==> src/rtl/lights_decoder.sv <==
// Observer/decoder for the six-lamp tail-light sweep: tracks each half's phase,
// flags illegal patterns/transitions, counts sweeps. Optional: LIGHTS_DECODER_ERRCNT_EN.
module lights_decoder #(
  parameter int CNT_W = 8
) (
  input  logic             clk,
  input  logic             reset,
  input  logic             la,
  input  logic             lb,
  input  logic             lc,
  input  logic             ra,
  input  logic             rb,
  input  logic             rc,
  output logic             left_on,
  output logic             right_on,
  output logic             left_done,
  output logic             right_done,
  output logic             err_l,
  output logic             err_r,
  output logic [CNT_W-1:0] left_sweeps,
  output logic [CNT_W-1:0] right_sweeps
`ifdef LIGHTS_DECODER_ERRCNT_EN
  ,
  output logic [CNT_W-1:0] err_count
`endif
);

  typedef enum logic [1:0] {
    IDLE = 2'd0,
    P1   = 2'd1,
    P2   = 2'd2,
    P3   = 2'd3
  } phase_t;

  typedef struct packed {
    phase_t next;
    logic   err;
    logic   done;
  } verdict_t;

  localparam logic [CNT_W-1:0] CNT_MAX = '1;

  phase_t   q_l, q_r;
  verdict_t v_l, v_r;

  // Judge one half: the IDLE->P1 start is only legal while both halves are idle.
  function automatic verdict_t judge(input phase_t q, input phase_t other, input logic [2:0] p);
    verdict_t v;
    phase_t   pn;
    logic     enc_ok;
    logic     legal;
    enc_ok = 1'b1;
    pn     = IDLE;
    legal  = 1'b0;
    case (p)
      3'b000:  pn = IDLE;
      3'b100:  pn = P1;
      3'b110:  pn = P2;
      3'b111:  pn = P3;
      default: enc_ok = 1'b0;
    endcase
    case (q)
      IDLE:    legal = (pn == IDLE) || ((pn == P1) && (other == IDLE));
      P1:      legal = (pn == P2);
      P2:      legal = (pn == P3);
      P3:      legal = (pn == IDLE);
      default: legal = 1'b0;
    endcase
    v.next = enc_ok ? pn : IDLE;
    v.err  = !(enc_ok && legal);
    v.done = enc_ok && legal && (q == P3) && (pn == IDLE);
    return v;
  endfunction

  function automatic logic [CNT_W-1:0] sat_add(input logic [CNT_W-1:0] a, input logic [1:0] inc);
    logic [CNT_W:0] sum;
    sum = {1'b0, a} + (CNT_W+1)'(inc);
    if (sum > {1'b0, CNT_MAX}) begin
      return CNT_MAX;
    end
    return sum[CNT_W-1:0];
  endfunction

  always_comb begin
    v_l = '0;
    v_r = '0;
    v_l = judge(q_l, q_r, {la, lb, lc});
    v_r = judge(q_r, q_l, {ra, rb, rc});
  end

  always_ff @(posedge clk or negedge reset) begin
    if (!reset) begin
      q_l          <= IDLE;
      q_r          <= IDLE;
      left_done    <= 1'b0;
      right_done   <= 1'b0;
      err_l        <= 1'b0;
      err_r        <= 1'b0;
      left_sweeps  <= '0;
      right_sweeps <= '0;
    end else begin
      q_l          <= v_l.next;
      q_r          <= v_r.next;
      left_done    <= v_l.done;
      right_done   <= v_r.done;
      err_l        <= v_l.err;
      err_r        <= v_r.err;
      left_sweeps  <= sat_add(left_sweeps, {1'b0, v_l.done});
      right_sweeps <= sat_add(right_sweeps, {1'b0, v_r.done});
    end
  end

`ifdef LIGHTS_DECODER_ERRCNT_EN
  always_ff @(posedge clk or negedge reset) begin
    if (!reset) begin
      err_count <= '0;
    end else begin
      err_count <= sat_add(err_count, {1'b0, v_l.err} + {1'b0, v_r.err});
    end
  end
`endif

  assign left_on  = (q_l != IDLE);
  assign right_on = (q_r != IDLE);

endmodule

==> config.mk <==
export PLATFORM = sky130hd
export DESIGN_NAME = lights_decoder
export DESIGN_NICKNAME = d
export VERILOG_FILES = /design/src/rtl/lights_decoder.sv
export SDC_FILE = /design/constraint.sdc
export NUM_CORES = 1
export LEC_CHECK = 0
export BUFFER_PORTS_ARGS = -buffer_cell sky130_fd_sc_hd__buf_2
export CORE_MARGIN = 2
export CORE_UTILIZATION = 52
export DETAILED_ROUTE_END_ITERATION = 6
export HOLD_SLACK_MARGIN = 0.06
export PLACE_DENSITY_LB_ADDON = 0.2
export SLEW_MARGIN = 20
export SYNTH_ARGS = -nofsm -noshare
export SYNTH_HDL_FRONTEND = slang
export SYNTH_SLANG_ARGS = --single-unit
==> constraint.sdc <==
create_clock -name clk -period 2.2 [get_ports clk]
set_clock_uncertainty 0.1 [all_clocks]
set_input_delay 0.33 -clock clk [delete_from_list [all_inputs] [get_ports clk]]
set_output_delay 0.33 -clock clk [all_outputs]
set_load 0.02 [all_outputs]
==> flow_summary.json, run 1 <==
{
  "timing.hold.worst_path_depth": 2,
  "io_pins": 30,
  "ys_dominant_reg_cell": "dfrtp_1",
  "cts_sinks": 24,
  "ys_warn_count": 0,
  "cts_root_buf": "clkbuf_4",
  "synth_edf_count": 0,
  "design.die.area_um2": 2780,
  "die_h_um": 52.7,
  "synth-seq-cells": 24,
  "drive_above_1_share": 0.293,
  "layout.nets": 168,
  "fillers": 199,
  "cts_buffers": 3,
  "antenna_cells": 0,
  "gp_congestion": 0.767,
  "core_area_um2": 2230,
  "cts_tree": "done",
  "grt_overflow": 0,
  "grt_pass1_wl_mm": 3.70,
  "crit_required_ps": 2330,
  "dr.pass1.iters": 4,
  "p_per_area_nw_per_um2": 547,
  "critical_path_class": "flip-flop to flip-flop",
  "syn_to_final_growth_pct": 18.9,
  "crit_path_cell_trace": "ha_1 -> nor2b_2 -> nor3b_4 -> ha_2 -> ha_1 -> and3_1 -> a31oi_1 -> a41oi_1",
  "ant_nets": 0,
  "die_w_um": 52.7,
  "crit_buf_inv": 0,
  "avgViaCountPerCell": 5.33,
  "wl_mm": 2.19,
  "drtIter0Drc": 17,
  "synth_common_cells": "dfrtp_1 (24), ha_1 (11), inv_1 (9), nand2_1 (8)",
  "synth_mux_area_frac": 0.0385,
  "cap_violations": 0,
  "slowest_delay_ps": 390,
  "synth_cell_type_count": 31,
  "critPathSlowestCell": "dfrtp_1",
  "hold_viol": 0,
  "period_needed_ps": 1990,
  "synth_area_leaders": "dfrtp_1 (49%), ha_1 (11%), xnor2_1 (3.5%), nand2b_1 (3.0%), nor2b_1 (3.0%)",
  "synth_area_leader_cell": "dfrtp_1",
  "tightest_slew_ps": 518,
  "grt_usage": 0.181,
  "critPathLaunchType": "flip-flop",
  "clk_path_buf_depth": 2,
  "async_reset_ff_frac": 1.00,
  "rsz0062_at_grt": "false",
  "synth_area_um2": 1230,
  "cp_top_family": "simple AND/OR/NAND/NOR gates",
  "final_util": 0.657,
  "avgSynthCellArea_um2": 10.7,
  "setup_violations": 0,
  "p_leak_nw": 0.801,
  "rows": 17,
  "yosys.cell_count.top_type": "dfrtp_1",
  "vias": 932,
  "synth_fa_ha_area_frac": 0.112,
  "drc": 0,
  "reg2reg_setup_slack_ps": 210,
  "critPathMaxFanout": 4,
  "antenna_found_initial": 0,
  "synth_top_area_frac": 0.487,
  "vdd_drop_max_mv": 0.374,
  "worstPathArrival_ps": 2120,
  "grt_pass1_vias": 903,
  "max_freq_ghz": 0.504,
  "ctsHtreeMaxLevel": 1,
  "start_util": 0.552,
  "slew_viol_final": 0,
  "status": "complete, no violations",
  "grt_max_degree": 25,
  "fin_tns_setup_ps": 0,
  "hpwl_mm": 1.68,
  "wire_per_inst_um": 12.5,
  "worst-path-stages": 8,
  "r2r_cells": 8,
  "clk_latency_ps": 310,
  "synthXorXnorAreaFrac": 0.0426,
  "slew_headroom": 0.654,
  "synth_compound_area_frac": 0.0781,
  "synthCells": 115,
  "holdCritPathClass": "primary input to flip-flop",
  "fin_crit_sh": 0.903,
  "synthSimpleGateAreaFrac": 0.212,
  "yosysSeqAreaShare": 0.487,
  "setup.worst_path.end_class": "flip-flop",
  "synth_fp_nets": 134,
  "post_cts_buffers": 0,
  "clkTransAtPathRegs_ps": 130,
  "synth_top_family_by_area": "simple AND/OR/NAND/NOR gates",
  "port-buffer-count": 29,
  "cp_common_cell": "ha_1"
}
[cells in the final DEF (no fill, tap or decap), types with 3 or more instances in the layout]
| cell type | instances |
|---|---|
| buf_2 | 29 |
| dfrtp_1 | 24 |
| inv_1 | 9 |
| ha_1 | 9 |
| nand2_1 | 8 |
| nand2b_1 | 6 |
| nand3_1 | 6 |
| nor2_1 | 6 |
| xnor2_1 | 5 |
| nor2b_1 | 5 |
| a31oi_1 | 4 |
| and2_1 | 3 |
| and3_1 | 3 |
| a21oi_1 | 3 |
| clkbuf_4 | 3 |
[repair_timing]
action	4_1_cts	5_1_grt
endpoints found under the setup margin	0	13
hold buffers	1	0
gates resized for setup	0	6
hold endpoints to repair	24	0
[power by group]
part | total [mW] | leakage [nW] | switching [mW] | internal [mW]
clock network | 0.189 | 0.0138 | 0.125 | 0.0639
logic | 0.133 | 0.467 | 0.0797 | 0.0531
registers | 0.480 | 0.321 | 0.0147 | 0.465
total | 0.802 | 0.801 | 0.220 | 0.582
[kinds of logic after synthesis]
family,Yosys count
compound gates,14
buf+inv,10
fa+ha+maj,11
simple gates,46
xor+xnor,6
flops,24
mux,4
[layer usage]
metal	track usage	share of wire
met5	0	0
met4	0.0513	0
met3	0.0343	0.030
met2	0.323	0.52
met1	0.221	0.45
[sequential cells by signal, indices dropped and copies added, names as in the netlist]
| name | flops |
|---|---|
| err_r | 1 |
| q_l | 2 |
| err_l | 1 |
| left_done | 1 |
| right_sweeps | 8 |
| left_sweeps | 8 |
| q_r | 2 |
| right_done | 1 |
[final timing paths]
path / startpoint / to
max reg2reg: q_r[1]$_DFF_PN0_ / right_sweeps[6]$_DFF_PN0_
min reg2reg: left_sweeps[4]$_DFF_PN0_ / left_sweeps[4]$_DFF_PN0_
min in group asynchronous: reset / right_sweeps[4]$_DFF_PN0_
max: q_r[1]$_DFF_PN0_ / right_sweeps[6]$_DFF_PN0_
min: lb / left_done$_DFF_PN0_
max in group asynchronous: reset / q_l[1]$_DFF_PN0_
[metrics by stage]
stage	hold slack (ps)	power [mW]	cell area, um2	std cells	worst slack [ps]
3_3_place_gp	231	0.615	1410	171	137
5_1_grt	126	0.848	1470	175	35.0
4_1_cts	144	0.811	1440	175	45.2
3_5_place_dp	243	0.619	1410	171	68.2
6_report	148	0.802	1470	175	214
2_1_floorplan	-65.6	0.564	1230	115	212
[final cells by class]
| type | instances | area, um2 | share of cell area |
|---|---|---|---|
| Clock buffer | 3 | 22.5 | 0.0154 |
| Tap cell | 28 | 35.0 | 0.0239 |
| Multi-Input combinational cell | 81 | 619 | 0.422 |
| Sequential cell | 24 | 601 | 0.410 |
| Timing Repair Buffer | 30 | 155 | 0.106 |
| Inverter | 9 | 33.8 | 0.0230 |
Power figures use the tool's default switching activity.
==> run 2, diff against run 1 <==
==> constraint.sdc (replaced) <==
create_clock -name clk -period 2.2 [get_ports clk]
set_clock_uncertainty 0.1 [all_clocks]
set_input_delay 0.44 -clock clk [delete_from_list [all_inputs] [get_ports clk]]
set_output_delay 0.44 -clock clk [all_outputs]
set_load 0.02 [all_outputs]
==> run 2 against run 1 <==
Effect of this change: count of clock-buffer cells in the layout up 1; routed wire length down 5.2%; sequential cell count stayed put; highest routed layer unchanged.
==> flow_summary.json, run 2 (synthesis gave the netlist of run 1 again) <==
{
  "largestRegisters": "left_sweeps (8), right_sweeps (8)",
  "internal_power_uw": 619,
  "cts_sinks": 24,
  "cts_buffers": 3,
  "layout_common_cells": "buf_2 (29), dfrtp_1 (24), inv_1 (9), ha_1 (9), nand2_1 (8)",
  "port-buffer-count": 29,
  "avgViaCountPerCell": 5.13,
  "setup.worst_path.end_class": "flip-flop",
  "design.die.area_um2": 2780,
  "cap_violations": 0,
  "tightest_slew_ps": 515,
  "wire_per_inst_um": 11.8,
  "wl_mm": 2.07,
  "clk_path_buf_depth": 2,
  "final_common_cell": "buf_2",
  "comb_power_share": 0.157,
  "p_leak_nw": 0.808,
  "io_pins": 30,
  "setup_violations": 0,
  "clkPwrFrac": 0.271,
  "drive_above_1_share": 0.291,
  "cts_root_buf": "clkbuf_4",
  "slew_headroom": 0.656,
  "layout_setup_ws_ps": 163,
  "grt_usage": 0.171,
  "fin_crit_sh": 0.926,
  "grt_max_degree": 25,
  "dpl.cell_count": 171,
  "grt_pass1_wl_mm": 3.50,
  "critPathMaxFanout": 4,
  "antenna_cells": 0,
  "status": "complete, no violations",
  "hpwl_mm": 1.58,
  "grt_overflow": 0,
  "rows": 17,
  "cts_tree": "done",
  "swShare": 0.263,
  "core_area_um2": 2230,
  "dr.pass1.iters": 2,
  "holdCritPathClass": "primary input to flip-flop",
  "vias": 902,
  "p_per_area_nw_per_um2": 568,
  "power_frac_seq": 0.573,
  "period_needed_ps": 2040,
  "critPathLaunchType": "flip-flop",
  "final_cell_count_no_fill": 176,
  "clkTransAtPathRegs_ps": 130,
  "ctsHtreeMaxLevel": 1,
  "start_util": 0.552,
  "vdd_drop_max_mv": 0.547,
  "post_cts_buffers": 0,
  "place_ws_ps": 70.1,
  "slew_viol_final": 0,
  "syn_to_final_growth_pct": 19.8,
  "drtIter0Drc": 7,
  "drc": 0,
  "ant_nets": 0,
  "fin_tns_setup_ps": 0,
  "clk_latency_ps": 310,
  "layout.nets": 168,
  "grt_pass1_vias": 832,
  "critical_path_class": "flip-flop to flip-flop",
  "die_h_um": 52.7,
  "gp_congestion": 0.846,
  "max_freq_ghz": 0.491,
  "p_sw_uw": 221,
  "hold_viol": 0,
  "die_w_um": 52.7,
  "worstPathArrival_ps": 2170,
  "crit_required_ps": 2330,
  "antenna_found_initial": 0
}
## run 2: critical path, stage by stage (launching register included)
cell and delay (ps):
dfrtp_1 390, ha_1 140, nor2b_1 170, nor3b_4 220
ha_2 230, ha_1 200, and3_1 240, a31oi_1 100
a41oi_1 170
## run 2: what timing repair did
item / in CTS / in global routing
setup endpoints to repair: 0 / 13
hold buffers: 1 / 0
endpoints found under the hold margin: 24 / 0
resized for setup: 0 / 5
## run 2: final timing paths
check | from | endpoint | slack, ps | cells after the start
setup reg to reg | q_r[1]$_DFF_PN0_ | right_sweeps[6]$_DFF_PN0_ | 160 | 8
hold reg to reg | left_sweeps[4]$_DFF_PN0_ | left_sweeps[4]$_DFF_PN0_ | 440 | 1
setup / recovery | q_r[1]$_DFF_PN0_ | right_sweeps[6]$_DFF_PN0_ | 160 | 8
min in group asynchronous | reset | left_done$_DFF_PN0_ | 520 | 2
hold / removal | lb | left_done$_DFF_PN0_ | 250 | 2
max in group asynchronous | reset | right_sweeps[3]$_DFF_PN0_ | 1140 | 2
## run 2: final cells by class
class	instances	area (um2)
fill	186	756
multi-input combinational	81	617
sequential	24	601
timing repair buffer	30	155
clock buffer	4	36.3
tap	28	35.0
inverter	9	33.8
## run 2: stage by stage
stage	utilization	power (mW)	instance area [um2]	hold WS, ps
2_1_floorplan	-	0.564	1230	44.4
3_3_place_gp	0.631	0.614	1410	344
3_5_place_dp	0.631	0.620	1410	352
4_1_cts	0.652	0.852	1460	240
5_1_grt	0.662	0.891	1480	229
6_report	0.662	0.839	1480	248
## run 2: routing by layer
metal | track usage | part of all wire | up-vias
met2 | 0.306 | 0.50 | 15
met4 | 0.0128 | 0 | 0
met3 | 0.0514 | 0.033 | 0
li1 | - | - | 464
met1 | 0.209 | 0.47 | 423
met5 | 0 | 0 | -
## run 2: power groups by stage
stage	logic [mW]	registers, mW	clock network [mW]
CTS	0.132	0.481	0.239
global route	0.148	0.483	0.259
finish	0.131	0.480	0.227
detailed placement	0.130	0.490	0
global placement	0.127	0.488	0
floorplan	0.0510	0.513	0
==> run 3, diff against run 2 <==
- BUFFER_PORTS_ARGS: -buffer_cell sky130_fd_sc_hd__buf_2 -> -buffer_cell sky130_fd_sc_hd__clkbuf_2
==> run 3 against run 2 <==
Effect of this change: via count shrank 0.78%; highest routed layer is now met4; critical path type unchanged; routed wire length is essentially flat; first-iteration DRC count grew 43%; sequential share of layout area grew 0.56 points; combinational power is essentially flat.
==> flow_summary.json, run 3 (synthesis gave the netlist of run 1 again) <==
{
  "core_area_um2": 2230,
  "hold_viol": 0,
  "wire_per_inst_um": 11.8,
  "holdWs_ps": 267,
  "critPathMaxFanout": 4,
  "internal_power_uw": 581,
  "slew_viol_final": 0,
  "grt_usage": 0.166,
  "holdCritPathClass": "primary input to flip-flop",
  "syn_to_final_growth_pct": 18.2,
  "critical_path_class": "flip-flop to flip-flop",
  "die_w_um": 52.7,
  "cts_tree": "done",
  "drive_above_1_share": 0.286,
  "ant_nets": 0,
  "grt_max_degree": 25,
  "tightest_slew_ps": 592,
  "period_needed_ps": 2000,
  "layout_common_cells": "clkbuf_2 (29), dfrtp_1 (24), inv_1 (9), ha_1 (9), nand2_1 (8)",
  "cts_root_buf": "clkbuf_4",
  "design.die.area_um2": 2780,
  "io_pins": 30,
  "critPathLaunchType": "flip-flop",
  "worstPathArrival_ps": 2130,
  "gp_congestion": 0.843,
  "drtIter0Drc": 10,
  "wl_mm": 2.07,
  "slew_headroom": 0.605,
  "comb_power_share": 0.163,
  "cts_sinks": 24,
  "clkTransAtPathRegs_ps": 130,
  "fin_crit_sh": 0.908,
  "drc": 0,
  "clk_path_buf_depth": 2,
  "port-buffer-count": 29,
  "max_freq_ghz": 0.501,
  "crit_required_ps": 2330,
  "vias": 895,
  "status": "complete, no violations",
  "dr.pass1.iters": 4,
  "antenna_cells": 0,
  "grt_overflow": 0,
  "place_ws_ps": 68.2,
  "rows": 17,
  "clkPwrFrac": 0.235,
  "clk_latency_ps": 300,
  "p_per_area_nw_per_um2": 548,
  "p_leak_nw": 0.784,
  "avgViaCountPerCell": 5.11,
  "vdd_drop_max_mv": 0.372,
  "p_sw_uw": 218,
  "layout_setup_ws_ps": 203,
  "die_h_um": 52.7,
  "power_frac_seq": 0.602,
  "setup.worst_path.end_class": "flip-flop",
  "largestRegisters": "left_sweeps (8), right_sweeps (8)",
  "fin_tns_setup_ps": 0,
  "ctsHtreeMaxLevel": 1,
  "hpwl_mm": 1.56,
  "grt_pass1_wl_mm": 3.36,
  "setup_violations": 0,
  "final_common_cell": "clkbuf_2",
  "rsz0062_at_grt": "false",
  "cap_violations": 0,
  "antenna_found_initial": 0,
  "grt_pass1_vias": 808,
  "cts_buffers": 3,
  "start_util": 0.552,
  "layout.nets": 168,
  "fillers": 187,
  "swShare": 0.273
}
run 3: changes by cell type in the layout (fill, tap and decap cells not counted), sizes merged:
cell,delta
buf,-29
clkbuf,+28
run 3: layout make-up:
cell class / count / area [um2] / area share
multi-input combinational: 81 / 611 / 0.419
sequential: 24 / 601 / 0.412
timing repair buffer: 30 / 155 / 0.106
tap: 28 / 35.0 / 0.0240
inverter: 9 / 33.8 / 0.0232
clock buffer: 3 / 22.5 / 0.0155
run 3: per-layer routing:
layer	global-route usage	vias up	share of wire
met5	0	-	0
met4	0.0769	0	0.0058
met3	0.0257	2	0.029
met2	0.283	13	0.49
met1	0.203	415	0.48
li1	-	465	-
run 3: power by group through the flow:
stage          combinational (mW)  sequential (mW)  clock, mW
2_1_floorplan              0.0510            0.513          0
3_3_place_gp                0.126            0.488          0
3_5_place_dp                0.129            0.490          0
4_1_cts                     0.132            0.481      0.195
5_1_grt                     0.148            0.484      0.211
6_report                    0.130            0.481      0.188
run 3: final timing paths:
kind / startpoint / end / slack (ps) / cells after the start
hold reg to reg: left_sweeps[4]$_DFF_PN0_ / left_sweeps[4]$_DFF_PN0_ / 440 / 1
min in group asynchronous: reset / right_sweeps[4]$_DFF_PN0_ / 550 / 2
setup reg to reg: q_r[1]$_DFF_PN0_ / right_sweeps[6]$_DFF_PN0_ / 200 / 8
setup / recovery: q_r[1]$_DFF_PN0_ / right_sweeps[6]$_DFF_PN0_ / 200 / 8
hold / removal: lb / left_done$_DFF_PN0_ / 270 / 2
max in group asynchronous: reset / left_sweeps[1]$_DFF_PN0_ / 1060 / 2
run 3: what timing repair did:
| action | CTS | global route |
|---|---|---|
| resized for setup | 0 | 4 |
| hold buffers | 1 | 0 |
| setup buffers | 0 | 0 |
| setup endpoints to repair | 0 | 12 |
| endpoints found under the hold margin | 24 | 0 |
run 3: critical path, stage by stage (launching register included):
cell	delay, ps
dfrtp_1	400
ha_1	150
nor2b_1	140
nor3b_2	210
ha_2	230
ha_1	200
and3_1	240
a31oi_1	100
a41oi_1	170
run 3: metrics by stage:
stage | cell area [um2] | total power, mW | cells | utilization
2_1_floorplan | 1230 | 0.564 | 115 | -
3_3_place_gp | 1410 | 0.615 | 171 | 0.631
3_5_place_dp | 1410 | 0.619 | 171 | 0.631
4_1_cts | 1440 | 0.808 | 175 | 0.646
5_1_grt | 1460 | 0.842 | 175 | 0.653
6_report | 1460 | 0.799 | 175 | 0.653
